==> config.mk <==
export PLATFORM = sky130hd
export DESIGN_NAME = seq_divider
export DESIGN_NICKNAME = d
export VERILOG_FILES = /design/src/rtl/div_pkg.sv /design/src/rtl/div_datapath.sv /design/src/rtl/seq_divider.sv
export SDC_FILE = /design/constraint.sdc
export NUM_CORES = 1
export LEC_CHECK = 0
export CORE_MARGIN = 1.5
export CORE_UTILIZATION = 40
export DETAILED_ROUTE_END_ITERATION = 16
export GPL_TIMING_DRIVEN = 0
export SKIP_LAST_GASP = 1
export SYNTH_ARGS = -nofsm -noshare
export SYNTH_HDL_FRONTEND = slang
export SYNTH_SLANG_ARGS = --single-unit
export TNS_END_PERCENT = 30
==> constraint.sdc <==
create_clock -name clk -period 2.95 [get_ports clk]
set_input_delay 0.4425 -clock clk [delete_from_list [all_inputs] [get_ports clk]]
set_output_delay 0.4425 -clock clk [all_outputs]
set_load 0.01 [all_outputs]
==> src/rtl/div_pkg.sv <==
// Shared types and sizing for the sequential restoring divider.
package div_pkg;

    localparam int unsigned DefaultN = 4;

    // Iteration counter width; never below one bit so N=1 still elaborates.
    function automatic int unsigned cnt_width(input int unsigned n);
        return (n > 1) ? $clog2(n) : 1;
    endfunction

    localparam int unsigned DefaultCntW = cnt_width(DefaultN);

    typedef enum logic [1:0] {
        StIdle,
        StRun,
        StDone,
        StErr
    } div_state_e;

endpackage

==> src/rtl/div_datapath.sv <==
// Partial-remainder (A) and quotient (Q) registers with the restoring subtract step.
module div_datapath
    import div_pkg::*;
#(
    parameter int unsigned N = DefaultN
) (
    input  logic           clk_i,
    input  logic           clr_i,
    input  logic           load_i,
    input  logic           step_i,
    input  logic [2*N-1:0] dvd_i,
    input  logic [N-1:0]   dvs_i,
    output logic [N-1:0]   quo_next_o,
    output logic [N-1:0]   rem_next_o
);

    logic [N:0]   a_q, a_d;
    logic [N-1:0] q_q, q_d;
    logic [N-1:0] dvs_q, dvs_d;

    logic [N+1:0] ext;
    logic [N+1:0] diff;
    logic         borrow;
    logic [N:0]   a_step;
    logic [N-1:0] q_step;

    // A stays below the divisor, so {A,Q} shifted left fits in N+1 bits and
    // the extra top bit of the subtraction acts as the borrow.
    always_comb begin
        ext    = {a_q, q_q[N-1]};
        diff   = ext - {2'b00, dvs_q};
        borrow = diff[N+1];
        a_step = borrow ? ext[N:0] : diff[N:0];
        q_step = {q_q[N-2:0], ~borrow};
    end

    always_comb begin
        a_d   = a_q;
        q_d   = q_q;
        dvs_d = dvs_q;
        if (load_i) begin
            a_d   = {1'b0, dvd_i[2*N-1:N]};
            q_d   = dvd_i[N-1:0];
            dvs_d = dvs_i;
        end else if (step_i) begin
            a_d = a_step;
            q_d = q_step;
        end
    end

    assign quo_next_o = q_step;
    assign rem_next_o = a_step[N-1:0];

    always_ff @(posedge clk_i) begin
        if (clr_i) begin
            a_q   <= '0;
            q_q   <= '0;
            dvs_q <= '0;
        end else begin
            a_q   <= a_d;
            q_q   <= q_d;
            dvs_q <= dvs_d;
        end
    end

endmodule

==> src/rtl/seq_divider.sv <==
// Sequential restoring divider: 2N-bit dividend / N-bit divisor in N iteration cycles.
module seq_divider
    import div_pkg::*;
#(
    parameter int unsigned N = DefaultN
) (
    input  logic           clk,
    input  logic           clr,
    input  logic           start,
    input  logic [2*N-1:0] dvd,
    input  logic [N-1:0]   dvs,
    output logic           busy,
    output logic           done,
    output logic [N-1:0]   q,
    output logic [N-1:0]   r,
    output logic           dz,
    output logic           ovf
);

    localparam int unsigned CntW = cnt_width(N);

    div_state_e    state_q, state_d;
    logic [CntW-1:0] cnt_q, cnt_d;
    logic [N-1:0]  quo_q, quo_d;
    logic [N-1:0]  rem_q, rem_d;
    logic          dz_q, dz_d;
    logic          ovf_q, ovf_d;

    logic          accept;
    logic          pre_err;
    logic          last_iter;
    logic          load;
    logic          step;
    logic [N-1:0]  quo_next;
    logic [N-1:0]  rem_next;

    div_datapath #(
        .N (N)
    ) u_datapath (
        .clk_i      (clk),
        .clr_i      (clr),
        .load_i     (load),
        .step_i     (step),
        .dvd_i      (dvd),
        .dvs_i      (dvs),
        .quo_next_o (quo_next),
        .rem_next_o (rem_next)
    );

    // A high half >= divisor means the quotient cannot fit in N bits.
    assign accept    = (state_q == StIdle) && start;
    assign pre_err   = (dvs == '0) || (dvd[2*N-1:N] >= dvs);
    assign last_iter = (cnt_q == CntW'(N - 1));

    always_ff @(posedge clk) begin
        if (clr) begin
            state_q <= StIdle;
            cnt_q   <= '0;
            quo_q   <= '0;
            rem_q   <= '0;
            dz_q    <= 1'b0;
            ovf_q   <= 1'b0;
        end else begin
            state_q <= state_d;
            cnt_q   <= cnt_d;
            quo_q   <= quo_d;
            rem_q   <= rem_d;
            dz_q    <= dz_d;
            ovf_q   <= ovf_d;
        end
    end

    always_comb begin
        state_d = state_q;
        unique case (state_q)
            StIdle: begin
                if (start) state_d = pre_err ? StErr : StRun;
            end
            StRun: begin
                if (last_iter) state_d = StDone;
            end
            StDone:  state_d = StIdle;
            StErr:   state_d = StIdle;
            default: state_d = StIdle;
        endcase
    end

    always_comb begin
        cnt_d = cnt_q;
        quo_d = quo_q;
        rem_d = rem_q;
        dz_d  = dz_q;
        ovf_d = ovf_q;
        if (accept) begin
            cnt_d = '0;
            dz_d  = 1'b0;
            ovf_d = 1'b0;
            if (pre_err) begin
                quo_d = '0;
                rem_d = '0;
                dz_d  = (dvs == '0);
                ovf_d = (dvs != '0);
            end
        end else if (state_q == StRun) begin
            cnt_d = cnt_q + CntW'(1);
            if (last_iter) begin
                quo_d = quo_next;
                rem_d = rem_next;
            end
        end
    end

    always_comb begin
        load = accept;
        step = (state_q == StRun);
        busy = (state_q == StRun) || (state_q == StErr);
        done = (state_q == StDone) || (state_q == StErr);
    end

    assign q   = quo_q;
    assign r   = rem_q;
    assign dz  = dz_q;
    assign ovf = ovf_q;

endmodule

Word-level counts from Yosys, hierarchy flattened
Index checks and enable logic that the tools add are counted.
{"block": "totals", "regBits": 27, "latch_bits": 0, "ram_bits": 0, "mem_bits_ro": 0, "input_bits": 15, "output_inout_bits": 12, "wordCells": 52, "n_memories": 0}
{"block": "op_classes", "add_sub_neg": 2, "n_mul": 0, "n_div": 0, "magnitude_cmp": 1, "n_eq_ne": 7, "n_shift": 0, "muxes": 18, "n_bitwise": 1, "reduce_logical": 13}
{"cell": "$mux 4", "n": 11}
{"cell": "$eq 2x2->1 const B", "n": 3}
{"cell": "$mux 2", "n": 3}
{"cell": "$pmux 2 s3", "n": 1}
{"cell": "$sub 6x4->6", "n": 1}
{"cell": "$mux 5", "n": 1}
{"cell": "$ge 4x4->1", "n": 1}
{"cell": "$logic_not 4->1", "n": 1}
{"cell": "$ne 2x2->1 const B", "n": 2}
{"cell": "$reduce_bool 2->1", "n": 2}
{"cell": "$reduce_bool 4->1", "n": 1}
{"cell": "$reduce_or 2->1", "n": 2}
{"cell": "$logic_or 1x1->1", "n": 3}
{"cell": "$reduce_and 3->1", "n": 1}
{"cell": "$add 2x1->2 const B", "n": 1}
{"cell": "$eq 2x1->1 const B", "n": 1}
{"cell": "$logic_not 2->1", "n": 1}
{"cell": "$mux 1", "n": 2}
{"cell": "$ne 2x1->1 const B", "n": 1}
{"cell": "$reduce_and 2->1", "n": 1}
{"cell": "$logic_and 1x1->1", "n": 1}
{"cell": "$not 1->1", "n": 1}

Depth between registers and ports, before layout
{"block": "depth", "ltp_word": 5, "ltp_mapped": 9, "depth_no_buf": 9}

Cells and area by module
A second synthesis with hierarchy kept.
{"block": "hier_totals", "cells_unflattened": 166, "area_unflattened_um2": 1526.5}
{"module": "div_datapath", "instances": 1, "cells_per_inst": 103, "area_each_um2": 883.3, "seq_area_each_um2": 260.2}
{"module": "seq_divider", "instances": 1, "cells_per_inst": 63, "area_each_um2": 643.1, "seq_area_each_um2": 280.3}

Worst setup path before layout
Ideal clock, no wire load.
{"block": "synth_path", "kind": "register to register", "startpoint": "register u_datapath.q_q[3]", "endpoint": "register u_datapath.a_q[4]", "setup_ps": 103, "t_arrival_ps": 1980, "t_required_ps": 2847, "slack_ps": 867, "stages_incl_launch_ff": 10, "path_buffers": 0, "synth_period_minus_slack_ps": 2083, "path_cell_list": "dfxtp_1 -> inv_2 -> ha_1 -> inv_1 -> fa_1 -> a21oi_1 -> o21bai_1 -> a2111oi_2 -> xnor2_1 -> a2111oi_2"}
{"block": "synth_via", "elab_chain_cells": 2}
{"item": "from (decl)", "line": "div_datapath.sv:18", "source": "logic [N-1:0] q_q, q_d;"}
{"item": "from (signal assigned)", "line": "div_datapath.sv:61", "source": "q_q <= q_d;"}
{"item": "$sub 6x4->6", "line": "div_datapath.sv:31", "source": "diff = ext - {2'b00, dvs_q};"}
{"item": "$mux 5", "line": "div_datapath.sv:33", "source": "a_step = borrow ? ext[N:0] : diff[N:0];"}
{"item": "to (signal assigned)", "line": "div_datapath.sv:56", "source": "a_q <= '0;"}
{"item": "to (signal assigned)", "line": "div_datapath.sv:60", "source": "a_q <= a_d;"}
{"item": "to (decl)", "line": "div_datapath.sv:17", "source": "logic [N:0] a_q, a_d;"}
No other way between the ends.
A chain may end at the register's enable or synchronous reset.

Final worst setup path
{"block": "layout_path", "startpoint": "input dvd[4]", "endpoint": "register rem_q[0], in the netlist r[0]"}
{"block": "layout_via", "elab_chain_cells": 4}
{"item": "from (decl)", "line": "seq_divider.sv:10", "source": "input logic [2*N-1:0] dvd,"}
{"item": "$ge 4x4->1", "line": "seq_divider.sv:52", "source": "assign pre_err = (dvs == '0) || (dvd[2*N-1:N] >= dvs);"}
{"item": "$logic_or 1x1->1", "line": "seq_divider.sv:52"}
{"item": "$ne 2x1->1 (no source line)"}
{"item": "$reduce_and 3->1 (no source line)"}
{"item": "to (signal assigned)", "line": "seq_divider.sv:67", "source": "rem_q <= rem_d;"}
{"item": "to (decl)", "line": "seq_divider.sv:25", "source": "logic [N-1:0] rem_q, rem_d;"}
No other way between the ends.

==> metrics.csv <==
stage,metric,value,unit
cts,cts.repair.resized,0,
floorplan,floorplan.die_area,0.00417,sq mm
sta,fin_crit_sh,86.6,%
sta,hold_ws,467,ps
logic_synthesis,synth_seq_cells,27,
floorplan,core,0.00366,sq mm
cts,post_cts_buffers,0,
finish,instances_no_fill,260,
global_route,track_usage,20.5,%
finish,nNetsFinal,238,
setup_path,arrival,2740,ps
power_and_ir_drop,clkPwrFrac,23.0,%
cts,clk-insertion-delay-late,270,ps
logic_synthesis,synth_nets,207,
logic_synthesis,netlist_area,0.00152,sq mm
setup_path,required,3130,ps
power_and_ir_drop,p_leak,0.689,nW
power_and_ir_drop,power_frac_seq,44.2,%
placed_design,dp.cells,256,
logic_synthesis,postSynthCellCount,182,
placed_design,io_buffer_count,26,
power_and_ir_drop,combPwrFrac,32.8,%
sta,drv_slew,0,
finish,diodes,0,
logic_synthesis,syn_avg_cell_area,8.33,sq um
cts,cts_inserted_buffers,3,
cts,ctsLongestPathBuffers,2,
detailed_routing,avgViaCountPerCell,5.50,
power_and_ir_drop,p_sw,308,uW
global_route,first_global_vias,1420,
cts,root_buffer,clkbuf_8,
cts,htree_levels,1,
global_route,grt_max_degree,17,
sta,hold_viol,0,
detailed_routing,drtIter0Drc,49,
finish,utilization,51.5,%
global_route,grt-ovfl-total,0,
sta,worst_pin_slew,678,ps
sta,relSlewSlack,54.4,%
hold_path,hold_class,reg2reg,
sta,fmax,0.391,GHz
logic_synthesis,ys.flop_type,dfxtp_1,
sta,tns,0,ps
job,max_cap_viol_count,0,
detailed_routing,drcViolationCount,0,
global_route,antenna_found_initial,0,
status,outcome,"complete, no violations",
finish,syn2layout_area_growth,24.4,%
cts,cts_tree,yes,
global_route,grt_pass1_wl,6.65,mm
finish,n_fill_cell,390,
setup_path,cp_max_fo,5,
detailed_routing,routed_wirelength,3.84,mm
power_and_ir_drop,ir_drop,0.246,mV
finish,drive_gt1_share,7.08,%
setup_path,critPathCaptureType,register,
floorplan,rows,22,
floorplan,die_w,64.5,microns
detailed_routing,via_count,1430,
detailed_routing,final_antenna_net_count,0,
sta,fin_skew,3.61,ps
placed_design,gp_congestion,0.752,
floorplan,die_h,64.5,microns
setup_path,critical_path_class,in2reg,
floorplan,initial_utilization,41.4,%
placed_design,dp_hpwl,2.96,mm
logic_synthesis,ys_seq_area_share,35.7,%
cts,postCtsHoldBufs,0,
logic_synthesis,synth_edf_count,0,
power_and_ir_drop,p_per_area,495,mW/mm^2
logic_synthesis,synth-async-reset-ratio,0,%
floorplan,design.portCount,27,
cts,clk_pin_slew,100,ps
setup_path,worst_setup_path_start_kind,primary input,
cts,cts_sinks,27,
detailed_routing,dr.pass1.iters,4,
power_and_ir_drop,total_power,933,uW
power_and_ir_drop,p_int,625,uW
logic_synthesis,synth_cell_types,43,
sta,fin_crit,2560,ps
sta,setup_viol_count_final,0,
sta,rsz0062_at_grt,false,
power_and_ir_drop,switching_share,33.0,%
detailed_routing,wl_per_cell,14.8,microns
logic_synthesis,yosysWarnings,0,
==> worst max-delay path: stages <==
cell and delay (ps):
clkdlybuf4s50_1 500, inv_1 50, ha_1 270, nand2b_1 140, a211o_1 330, a211oi_2 450, o21ai_1 250, a211oi_1 310
==> cell type report <==
type                            count  area [sq um]  share of cell area [%]
Multi-Input combinational cell    132           887                    47.1
Sequential cell                    27           541                    28.7
Timing Repair Buffer               26           260                    13.8
Tap cell                           48          60.1                    3.19
Inverter                           12          45.0                    2.39
Buffer                             11          42.5                    2.26
Clock buffer                        3          41.3                    2.19
Clock inverter                      1          7.51                   0.398
==> Yosys cell counts (all sizes together) (4+ instances only) <==
cell type / number / area, sq um
nor2: 12 / 45.0
a211oi: 11 / 92.6
a21oi: 15 / 75.1
inv: 12 / 45.0
ha: 9 / 113
o211ai: 4 / 30.0
a22oi: 5 / 37.5
dfxtp: 27 / 541
clkbuf: 10 / 37.5
nor3: 6 / 30.0
nand2b: 4 / 25.0
nand2: 27 / 101
==> flip-flops by register name, summed over array words and instances (netlist names) <==
register,cells
cnt_q,2
dz,1
ovf,1
q,4
r,4
state_q,2
u_datapath.a_q,5
u_datapath.dvs_q,4
u_datapath.q_q,4
==> worst paths after layout <==
check	start	to	slack, ps	depth (start not counted)
setup / recovery	dvd[4]	r[0]$_SDFFE_PP0P_	390	8
hold / removal	u_datapath.dvs_q[2]$_SDFFE_PP0P_	u_datapath.dvs_q[2]$_SDFFE_PP0P_	470	2
setup reg to reg	u_datapath.q_q[3]$_SDFFE_PP0P_	u_datapath.a_q[4]$_SDFFE_PP0P_	600	9
hold reg to reg	u_datapath.dvs_q[2]$_SDFFE_PP0P_	u_datapath.dvs_q[2]$_SDFFE_PP0P_	470	2
==> metrics by stage <==
step / setup WS (ps) / instance area [sq um]
2_1_floorplan: 867 / 1520
6_report: 395 / 1880
3_5_place_dp: 153 / 1840
4_1_cts: 407 / 1880
3_3_place_gp: 145 / 1840
5_1_grt: 310 / 1880
==> power groups by stage <==
stage               clock network [mW]  registers [mW]  logic [mW]
finish                           0.215           0.413       0.306
global route                     0.240           0.416       0.338
CTS                              0.220           0.413       0.304
detailed placement                   0           0.421       0.301
global placement                     0           0.420       0.292
floorplan                            0           0.417       0.213
==> cell usage in the layout (no fill, tap or decap), types with 3 or more instances in the layout <==
cell,synthesis,layout
a22oi_1,5,5
o211ai_1,4,4
nor2_1,12,12
inv_1,11,11
clkbuf_8,0,3
ha_1,9,9
o22ai_1,3,3
a211oi_1,9,9
nand2_1,27,27
a21oi_1,15,15
nor3_1,6,6
dfxtp_1,27,27
clkbuf_1,10,10
clkdlybuf4s50_1,0,26
mux2i_1,3,3
nand2b_1,4,4
==> cell families after synthesis <==
kind of cell / after synthesis / synth area share, %
muxes: 5 / 3.47
adders and majority gates: 10 / 8.75
buffers and inverters: 23 / 5.78
AOI/OAI and AO/OA: 55 / 26.7
xor gates and xnor gates: 3 / 1.73
and+or+nand+nor: 59 / 17.9
DFF: 27 / 35.7
==> per-layer routing <==
layer	GRT usage, %	part of all wire, %
met1	25.9	47
met3	2.26	2.2
met5	0	0
met4	4.79	0.83
met2	37.5	50
(Power assumes the default switching activity.)
